## src/rtl/fetch_sequencer.sv

```systemverilog
// fetch_sequencer: byte-wide instruction fetch FSM assembling short/long instruction words.
// Ports:
//   clk, rst_n              clock, asynchronous active-low reset
//   mem_addr, mem_rd        byte read request at pc (held until mem_ready)
//   mem_data, mem_ready     read data and completion strobe
//   insn_word, insn_ext     fetched instruction word and extension word (0 for short)
//   insn_long, insn_valid   extension present, instruction ready for execute
//   insn_ack                execute stage accepts the issued instruction
//   jump_en, jump_addr      redirect fetch, discarding any partial instruction
//   halt                    stop fetching after the current instruction
//   pc                      address of the next byte to fetch
module fetch_sequencer #(
    parameter logic [15:0] RESET_PC = 16'h0000
) (
    input  logic        clk,
    input  logic        rst_n,
    output logic [15:0] mem_addr,
    output logic        mem_rd,
    input  logic [7:0]  mem_data,
    input  logic        mem_ready,
    output logic [15:0] insn_word,
    output logic [15:0] insn_ext,
    output logic        insn_long,
    output logic        insn_valid,
    input  logic        insn_ack,
    input  logic        jump_en,
    input  logic [15:0] jump_addr,
    input  logic        halt,
    output logic [15:0] pc
);
    typedef enum logic [2:0] {FETCH_LO, FETCH_HI, EXT_LO, EXT_HI, ISSUE, HALTED} state_t;
    state_t state;
    logic is_long;
    // Special-long group: opcode bits [4:0] come from the low byte, [15:14] from the byte arriving now.
    assign is_long = (insn_word[4:0] == 5'b11011) && (mem_data[7:6] == 2'b11);
    assign mem_rd = (state == FETCH_LO) || (state == FETCH_HI) || (state == EXT_LO) || (state == EXT_HI);
    assign insn_valid = (state == ISSUE);
    assign mem_addr = pc;
    always_ff @(posedge clk or negedge rst_n) begin
        if (!rst_n) begin
            state     <= FETCH_LO;
            pc        <= RESET_PC;
            insn_word <= 16'h0000;
            insn_ext  <= 16'h0000;
            insn_long <= 1'b0;
        end else if (jump_en) begin
            // Redirect wins over any read completion or acknowledge this cycle.
            pc        <= jump_addr;
            insn_long <= 1'b0;
            state     <= halt ? HALTED : FETCH_LO;
        end else begin
            case (state)
                FETCH_LO: if (mem_ready) begin
                    insn_word[7:0] <= mem_data;
                    pc             <= pc + 16'd1;
                    state          <= FETCH_HI;
                end
                FETCH_HI: if (mem_ready) begin
                    insn_word[15:8] <= mem_data;
                    pc              <= pc + 16'd1;
                    insn_long       <= 1'b0;
                    if (!is_long) insn_ext <= 16'h0000;
                    state           <= is_long ? EXT_LO : ISSUE;
                end
                EXT_LO: if (mem_ready) begin
                    insn_ext[7:0] <= mem_data;
                    pc            <= pc + 16'd1;
                    state         <= EXT_HI;
                end
                EXT_HI: if (mem_ready) begin
                    insn_ext[15:8] <= mem_data;
                    pc             <= pc + 16'd1;
                    insn_long      <= 1'b1;
                    state          <= ISSUE;
                end
                ISSUE:   if (insn_ack) state <= halt ? HALTED : FETCH_LO;
                HALTED:  if (!halt) state <= FETCH_LO;
                default: state <= FETCH_LO;
            endcase
        end
    end
endmodule

```

## config.mk

```make
export PLATFORM = sky130hd
export DESIGN_NAME = fetch_sequencer
export DESIGN_NICKNAME = d
export VERILOG_FILES = /design/src/rtl/fetch_sequencer.sv
export SDC_FILE = /design/constraint.sdc
export NUM_CORES = 1
export LEC_CHECK = 0
export CAP_MARGIN = 40
export CORE_MARGIN = 5
export CORE_UTILIZATION = 40
export CTS_CLUSTER_DIAMETER = 80
export DETAILED_ROUTE_END_ITERATION = 8
export GPL_ROUTABILITY_DRIVEN = 0
export HOLD_SLACK_MARGIN = 0.15
export PLACE_DENSITY_LB_ADDON = 0.12
export SYNTH_ARGS = -nofsm -noshare
export SYNTH_HDL_FRONTEND = slang
export SYNTH_SLANG_ARGS = --single-unit
```

## constraint.sdc

```tcl
create_clock -name clk -period 1.72 [get_ports clk]
set_input_delay 0.258 -clock clk [delete_from_list [all_inputs] [get_ports clk]]
set_output_delay 0.258 -clock clk [all_outputs]
set_load 0.03 [all_outputs]
```

==> summary.txt, run 1 <==
STA
  • Worst-margin pin slew: ~0.46 ns
  • Max-slew violation count: 0
  • Period Utilization, post-route: 0.9727
  • Number of setup violations in the final report: 0
  • Worst relative slew slack: 0.6921
  • Worst Clk Skew: 0.01010 ns
  • Setup repair after global routing missed its margin: false
  • Number of hold violations in the final report: 0
  • Maximum achievable frequency: 0.5977 GHz
  • Final TNS setup: 0 ns
  • Tmin final: 1.673 ns

Clock network
  • Number of sinks on the clock net: 52
  • Root buffer cell: clkbuf_8
  • Clock latency at the later pin of the worst-skew pair: between 0.3 and 0.4 ns
  • Clock tree from TritonCTS: done
  • Maximum level of the CTS H-tree: 2
  • Clock tree buffer depth: 2
  • Worst-path clk slew: ~0.090 ns
  • Number of clock buffers inserted by TritonCTS: 5
  • Post-CTS setup buffer count: 0

Logic synthesis
  • Synthesized area per cell: roughly 11 um2
  • Number of enable-type register cells in the synthesized netlist: 0
  • Synthesized area: 2600 um2
  • Main area contributors after synthesis: dfrtp_1 (50%), mux2_2 (7.4%), mux2i_1 (4.6%), buf_4 (4.6%), nand2_1 (4.0%)
  • Share of flip-flops with an asynchronous set or reset after synthesis: 1.000
  • Total nets after synthesis: roughly 270
  • Biggest area consumer among synthesized cells: dfrtp_1
  • Most numerous cell in the Yosys netlist: dfrtp_1
  • Yosys warns: 0
  • Top cells by instance count after synthesis: dfrtp_1 (52), nand2_1 (28), mux2_2 (17), o21ai_0 (17), buf_4 (16)
  • Number of unique standard cell types used by synthesis: 40
  • Number of synthesized register bits: 52
  • Primary FF master, synth: dfrtp_1
  • Yosys top cell area share: 0.5005
  • Cell count after synthesis: between 200 and 250
  • Seq/Total Area, Yosys: 0.5005

Die
  • Vertical die dimension: 90.62 um
  • Overall die width: between 90 and 100 um
  • Std cell rows: 29
  • Starting Density: 0.4095
  • DIE AREA: 8212 um2
  • Area inside the core boundary: 6350 um2
  • Number of primary I/O pins: 97

Layout
  • Layout Nets: approximately 380
  • Post-route cell area: approximately 3800 um2
  • Synthesis-to-layout area growth: 46.15%
  • Layout cell share with drive strength beyond 1: 0.1850
  • Total inserted antenna cells: 0

Placed design
  • DP Wirelength: 4941 um
  • Instance area at placement: around 3700 um2
  • Number of port buffers: 96

Detailed routing
  • Violation count after the first detailed-routing iteration: 101
  • # DRC: 0
  • Vias after detailed routing: approximately 2,100
  • Final wirelength: between 6000 and 7000 um
  • Routed wire per std cell: roughly 16 um
  • Count of antenna-violating nets left after detailed routing: 0
  • Initial DRT Pass Iterations: 4
  • Detailed-route vias per instance: about 5

Run
  • MaxCap Viol Count: 0

GRT
  • All-Layer GR Usage: 0.1603
  • Pin count of the biggest net entering global routing: 38
  • Antenna violations before repair: 0
  • Remaining Overflow, GRT: 0
  • Number of global-route vias before repair: ~2,100
  • Global-route wire length before repair: between 10,000 and 15,000 um

Critical path
  • Crit path arrival time: 1.41 ns
  • CP peak stage delay: just under 0.7 ns
  • Nature of the critical path startpoint: register
  • CP max-delay cell: clkdlybuf4s50_1
  • Data required time of the critical path: between 1 and 1.5 ns
  • Reg2Reg Setup Slack: 0.07 ns
  • Cell breakdown of the critical path: clkdlybuf4s50_1
  • Crit Path Class: register to output pin
  • CP top delay family: buffers and inverters
  • Buffering stage count on the worst path with inverters included: 1
  • Setup crit end kind: output pin
  • Critical Path Fanout Max: 6

Pwr
  • Int Pwr: around 2.9 mW
  • Sequential share of power: 0.375
  • Logic gate share of total power: 0.443
  • Maximum ir drop on the vdd rail: just under 700 uV
  • Fraction of power spent switching nets: 0.3825
  • Sw Pwr: ~1.8 mW
  • Clock network fraction of total power: 0.182
  • Pwr dens: ~1200 nW/um2
  • Leak pwr: roughly 1.7 nW

Hold path
  • Path type of the worst min-delay path: input pin to async pin

Outcome
  • Result of the run: completed
[layout by cell type, fill, tap and decap left out, drive strengths merged, types with 2 or more instances in the layout]
| cell | netlist | layout |
|---|---|---|
| nor2 | 6 | 6 |
| mux2 | 17 | 17 |
| dlygate4sd2 | 0 | 18 |
| or3 | 2 | 2 |
| xor2 | 5 | 5 |
| and3 | 3 | 3 |
| inv | 12 | 13 |
| dlymetal6s2s | 0 | 10 |
| a22o | 8 | 8 |
| nor4 | 6 | 6 |
| buf | 24 | 28 |
| clkdlybuf4s50 | 0 | 66 |
| o21ai | 17 | 17 |
| mux2i | 12 | 12 |
| nand2 | 29 | 29 |
| a21oi | 2 | 2 |
| xnor2 | 7 | 7 |
| nor2b | 4 | 4 |
| nand4 | 7 | 7 |
| nor3 | 5 | 5 |
| nand3 | 7 | 7 |
| dfrtp | 52 | 52 |
| clkbuf | 4 | 6 |
[cells by family after synthesis]
| group | Yosys count | synth area share |
|---|---|---|
| xor gates and xnor gates | 12 | 0.04042 |
| DFF | 52 | 0.5005 |
| adders and majority gates | 1 | 0.004812 |
| AOI/OAI and AO/OA | 34 | 0.08807 |
| buffers and inverters | 40 | 0.09576 |
| and+or+nand+nor | 75 | 0.1506 |
| muxes | 29 | 0.1198 |
[worst paths after layout]
kind	from	endpoint	depth (start not counted)
max in group asynchronous	rst_n	insn_ext[2]$_DFFE_PN0P_	3
worst max-delay path	mem_addr[3]$_DFFE_PN0P_	mem_addr[3]	1
worst max register to register	state[2]$_DFFE_PN0P_	mem_addr[13]$_DFFE_PN0P_	3
worst min register to register	insn_word[8]$_DFFE_PN0P_	insn_word[8]$_DFFE_PN0P_	1
min in group clk	jump_addr[1]	mem_addr[1]$_DFFE_PN0P_	3
worst min-delay path	rst_n	mem_addr[4]$_DFFE_PN0P_	2
[metal layers]
metal  track usage  vias to the layer above  share of wire
li1              -                     1035              -
met1        0.2372                     1051           0.48
met2        0.2373                       58           0.46
met3       0.03917                        5          0.054
met4       0.03350                        0         0.0083
met5             0                        -              0
[timing repair]
item,4_1_cts,5_1_grt
setup endpoints to repair,19,16
resized for setup,18,14
hold buffers,1,0
hold endpoints to repair,17,0
[sequential cells by signal, summed over array words and instances (netlist names)]
signal,count
state,3
insn_long,1
mem_addr,16
insn_ext,16
insn_word,16
[per-stage QoR]
stage	instances	worst slack, ns	hold WS [ns]	util	power [mW]
after floorplan	243	0.007320	-0.03759	-	3.038
after global placement	414	-0.1820	0.2315	0.5767	3.886
after detailed placement	414	-0.2137	0.2343	0.5767	3.907
after CTS	423	0.001934	0.4451	0.5923	4.726
after global routing	423	0.0001165	0.4724	0.5984	4.915
final	423	0.04703	0.4330	0.5984	4.674
[power by group through the flow]
stage | clock network, mW | registers [mW] | logic [mW]
6_report | 0.851 | 1.75 | 2.07
3_5_place_dp | 0 | 1.77 | 2.13
5_1_grt | 0.924 | 1.80 | 2.19
2_1_floorplan | 0 | 2.21 | 0.827
3_3_place_gp | 0 | 1.76 | 2.12
4_1_cts | 0.875 | 1.75 | 2.10
[cell type report]
type                    instances  area (um2)
repair buffers                123        1174
multi-input cells             151        1066
clock buffers                   6       72.57
well taps                      77       96.34
inverters                      12       45.04
clock inverters                 2       38.79
flip-flops and latches         52        1308
fillers                       569        2550
No activity file was read; power rests on OpenSTA's default activity.
==> inputs of run 2 (changes only) <==
CORE_MARGIN = 4   (was 5)
CTS_CLUSTER_DIAMETER = unset   (was 80)
GPL_ROUTABILITY_DRIVEN = unset   (was 0)
==> run 2 against run 1 <==
  * Sequential power barely moved
  * Flip-flop and latch count did not move
  * Combinational power barely moved
  * Setup slack got worse by 0.0093 ns
  * Critical endpoint is now pc[3]
  * Largest power group unchanged
==> summary.txt, run 2 (synthesis results as in run 1) <==
Critical path
  • Crit Path Class: register to output pin
  • CP peak stage delay: approximately 0.7 ns
  • FF-to-FF path depth: 3
  • Reg2Reg Setup Slack: 0.06 ns
  • Buffering stage count on the worst path with inverters included: 1
  • CP max-delay cell: clkdlybuf4s50_1
  • Capturing point of the worst reg2reg path: mem_addr[13]$_DFFE_PN0P_
  • Critical path startpoint: mem_addr[3]$_DFFE_PN0P_
  • Critical Path Fanout Max: 6
  • Cell breakdown of the critical path: clkdlybuf4s50_1
  • Nature of the critical path startpoint: register
  • Setup crit end kind: output pin
  • CP top delay family: buffers and inverters
  • Crit path arrival time: approximately 1.4 ns
  • Startpoint of the lowest-slack register-to-register path: state[2]$_DFFE_PN0P_
  • Data required time of the critical path: roughly 1.5 ns

Clock network
  • Clock tree buffer depth: 2
  • Worst-path clk slew: ~0.1 ns
  • Clock latency at the later pin of the worst-skew pair: ~0.30 ns
  • Number of sinks on the clock net: 52
  • Maximum level of the CTS H-tree: 2
  • Root buffer cell: clkbuf_8
  • Clock tree from TritonCTS: done
  • Number of clock buffers inserted by TritonCTS: 5

Pwr
  • Sequential share of power: 0.374
  • Fraction of power spent switching nets: 0.3822
  • Int Pwr: roughly 2.9 mW
  • Maximum ir drop on the vdd rail: between 700 and 800 uV
  • Leak pwr: around 1.8 nW
  • Clock network fraction of total power: 0.181
  • Sw Pwr: 1.791 mW
  • Logic gate share of total power: 0.445
  • Pwr dens: between 1000 and 1500 nW/um2

Detailed routing
  • DR WL met3: 413 um
  • Final wirelength: 6522 um
  • Routed wire per std cell: 15.42 um
  • Highest Signal Layer: met4
  • Initial DRT Pass Iterations: 4
  • Violation count after the first detailed-routing iteration: 85
  • # DRC: 0
  • Detailed-route vias per instance: 5.031
  • Routed length on met2: between 2000 and 3000 um
  • Count of antenna-violating nets left after detailed routing: 0
  • Vias after detailed routing: between 2,000 and 2,500
  • Wl on met1: between 3000 and 4000 um

Layout
  • Synthesis-to-layout area growth: 46.39%
  • Sequential cell area: 1306 um2
  • Post-route cell area: approximately 3800 um2
  • Highest-count cells in the layout ignoring fill and taps: clkdlybuf4s50_1 (64), dfrtp_1 (48), nand2_1 (28)
  • Final Non-Filler Cells: between 400 and 500
  • Most common cell after layout, fill and taps aside: clkdlybuf4s50_1
  • Fill cell total of the finished layout: between 500 and 600
  • Area taken by multi-input logic gates: between 1000 and 1500 um2
  • Total inserted antenna cells: 0
  • Layout Nets: roughly 380
  • Layout cell share with drive strength beyond 1: 0.1792
  • Fraction of the core area covered by cells at the end of the flow: 0.6029

Die
  • Area inside the core boundary: 6314 um2
  • Number of primary I/O pins: 97
  • DIE AREA: 7854 um2
  • Starting Density: 0.4118
  • Std cell rows: 29
  • Vertical die dimension: just under 90 um
  • Overall die width: between 80 and 90 um

STA
  • Final-layout worst hold slack: 0.4052 ns
  • Final TNS setup: 0 ns
  • Max-slew violation count: 0
  • Maximum achievable frequency: ~0.59 GHz
  • Number of hold violations in the final report: 0
  • Tmin final: 1.682 ns
  • Setup repair after global routing missed its margin: true
  • Worst relative slew slack: 0.7248
  • Worst-margin pin slew: between 0.4 and 0.5 ns
  • Worst Clk Skew: 0.006616 ns
  • Period Utilization, post-route: 0.9781
  • Number of setup violations in the final report: 0

Placed design
  • Number of port buffers: 96
  • Instance area at placement: approximately 3700 um2
  • Placed Cells: 414
  • GPL Wtd Cong: ~0.77
  • DP Wirelength: 4872 um

GRT
  • Antenna violations before repair: 0
  • Remaining Overflow, GRT: 0
  • Number of global-route vias before repair: a little over 2,000
  • All-Layer GR Usage: 0.1694
  • Global-route wire length before repair: slightly above 10,000 um
  • Pin count of the biggest net entering global routing: 38

Run
  • MaxCap Viol Count: 0

Outcome
  • Result of the run: completed

Hold path
  • Path type of the worst min-delay path: input pin to async pin
[run 2: area by class of cell]
cell class / instances / share of cell area
Clock buffer: 6 / 0.01907
Tap cell: 77 / 0.02531
Sequential cell: 52 / 0.3432
Clock inverter: 2 / 0.01019
Multi-Input combinational cell: 151 / 0.2797
Timing Repair Buffer: 123 / 0.3106
Inverter: 12 / 0.01183
[run 2: repair_timing]
item,CTS,global route
endpoints found under the setup margin,18,29
gates cloned,0,0
hold endpoints to repair,16,0
hold buffers,1,0
resized for setup,17,16
setup buffers,0,0
[run 2: worst max path at each step]
stage,to,slack [ns],cells after the start
4_1_cts,mem_addr[10],0.0004,2
6_report,pc[3],0.04,1
3_3_place_gp,mem_addr[13]$_DFFE_PN0P_,-0.18,4
5_1_grt,mem_addr[12]$_DFFE_PN0P_,-0.02,5
3_5_place_dp,insn_ext[13]$_DFFE_PN0P_,-0.22,6
2_1_floorplan,mem_addr[13]$_DFFE_PN0P_,0.007,3
[run 2: per-stage QoR]
stage	worst slack (ns)	power, mW
floorplan	0.007320	3.038
global placement	-0.1815	3.894
detailed placement	-0.2234	3.922
CTS	0.0004442	4.738
global route	-0.01931	4.949
finish	0.03769	4.685
[run 2: metal layers]
layer | global-route usage | vias up
li1 | - | 1038
met1 | 0.2552 | 1019
met2 | 0.2517 | 65
met3 | 0.03166 | 6
met4 | 0.04121 | 0
met5 | 0 | -
[run 2: power groups by stage]
| stage | logic [mW] | registers [mW] | clock network (mW) |
|---|---|---|---|
| 2_1_floorplan | 0.827 | 2.21 | 0 |
| 3_3_place_gp | 2.13 | 1.76 | 0 |
| 3_5_place_dp | 2.15 | 1.77 | 0 |
| 4_1_cts | 2.11 | 1.75 | 0.878 |
| 5_1_grt | 2.22 | 1.80 | 0.924 |
| 6_report | 2.08 | 1.75 | 0.850 |
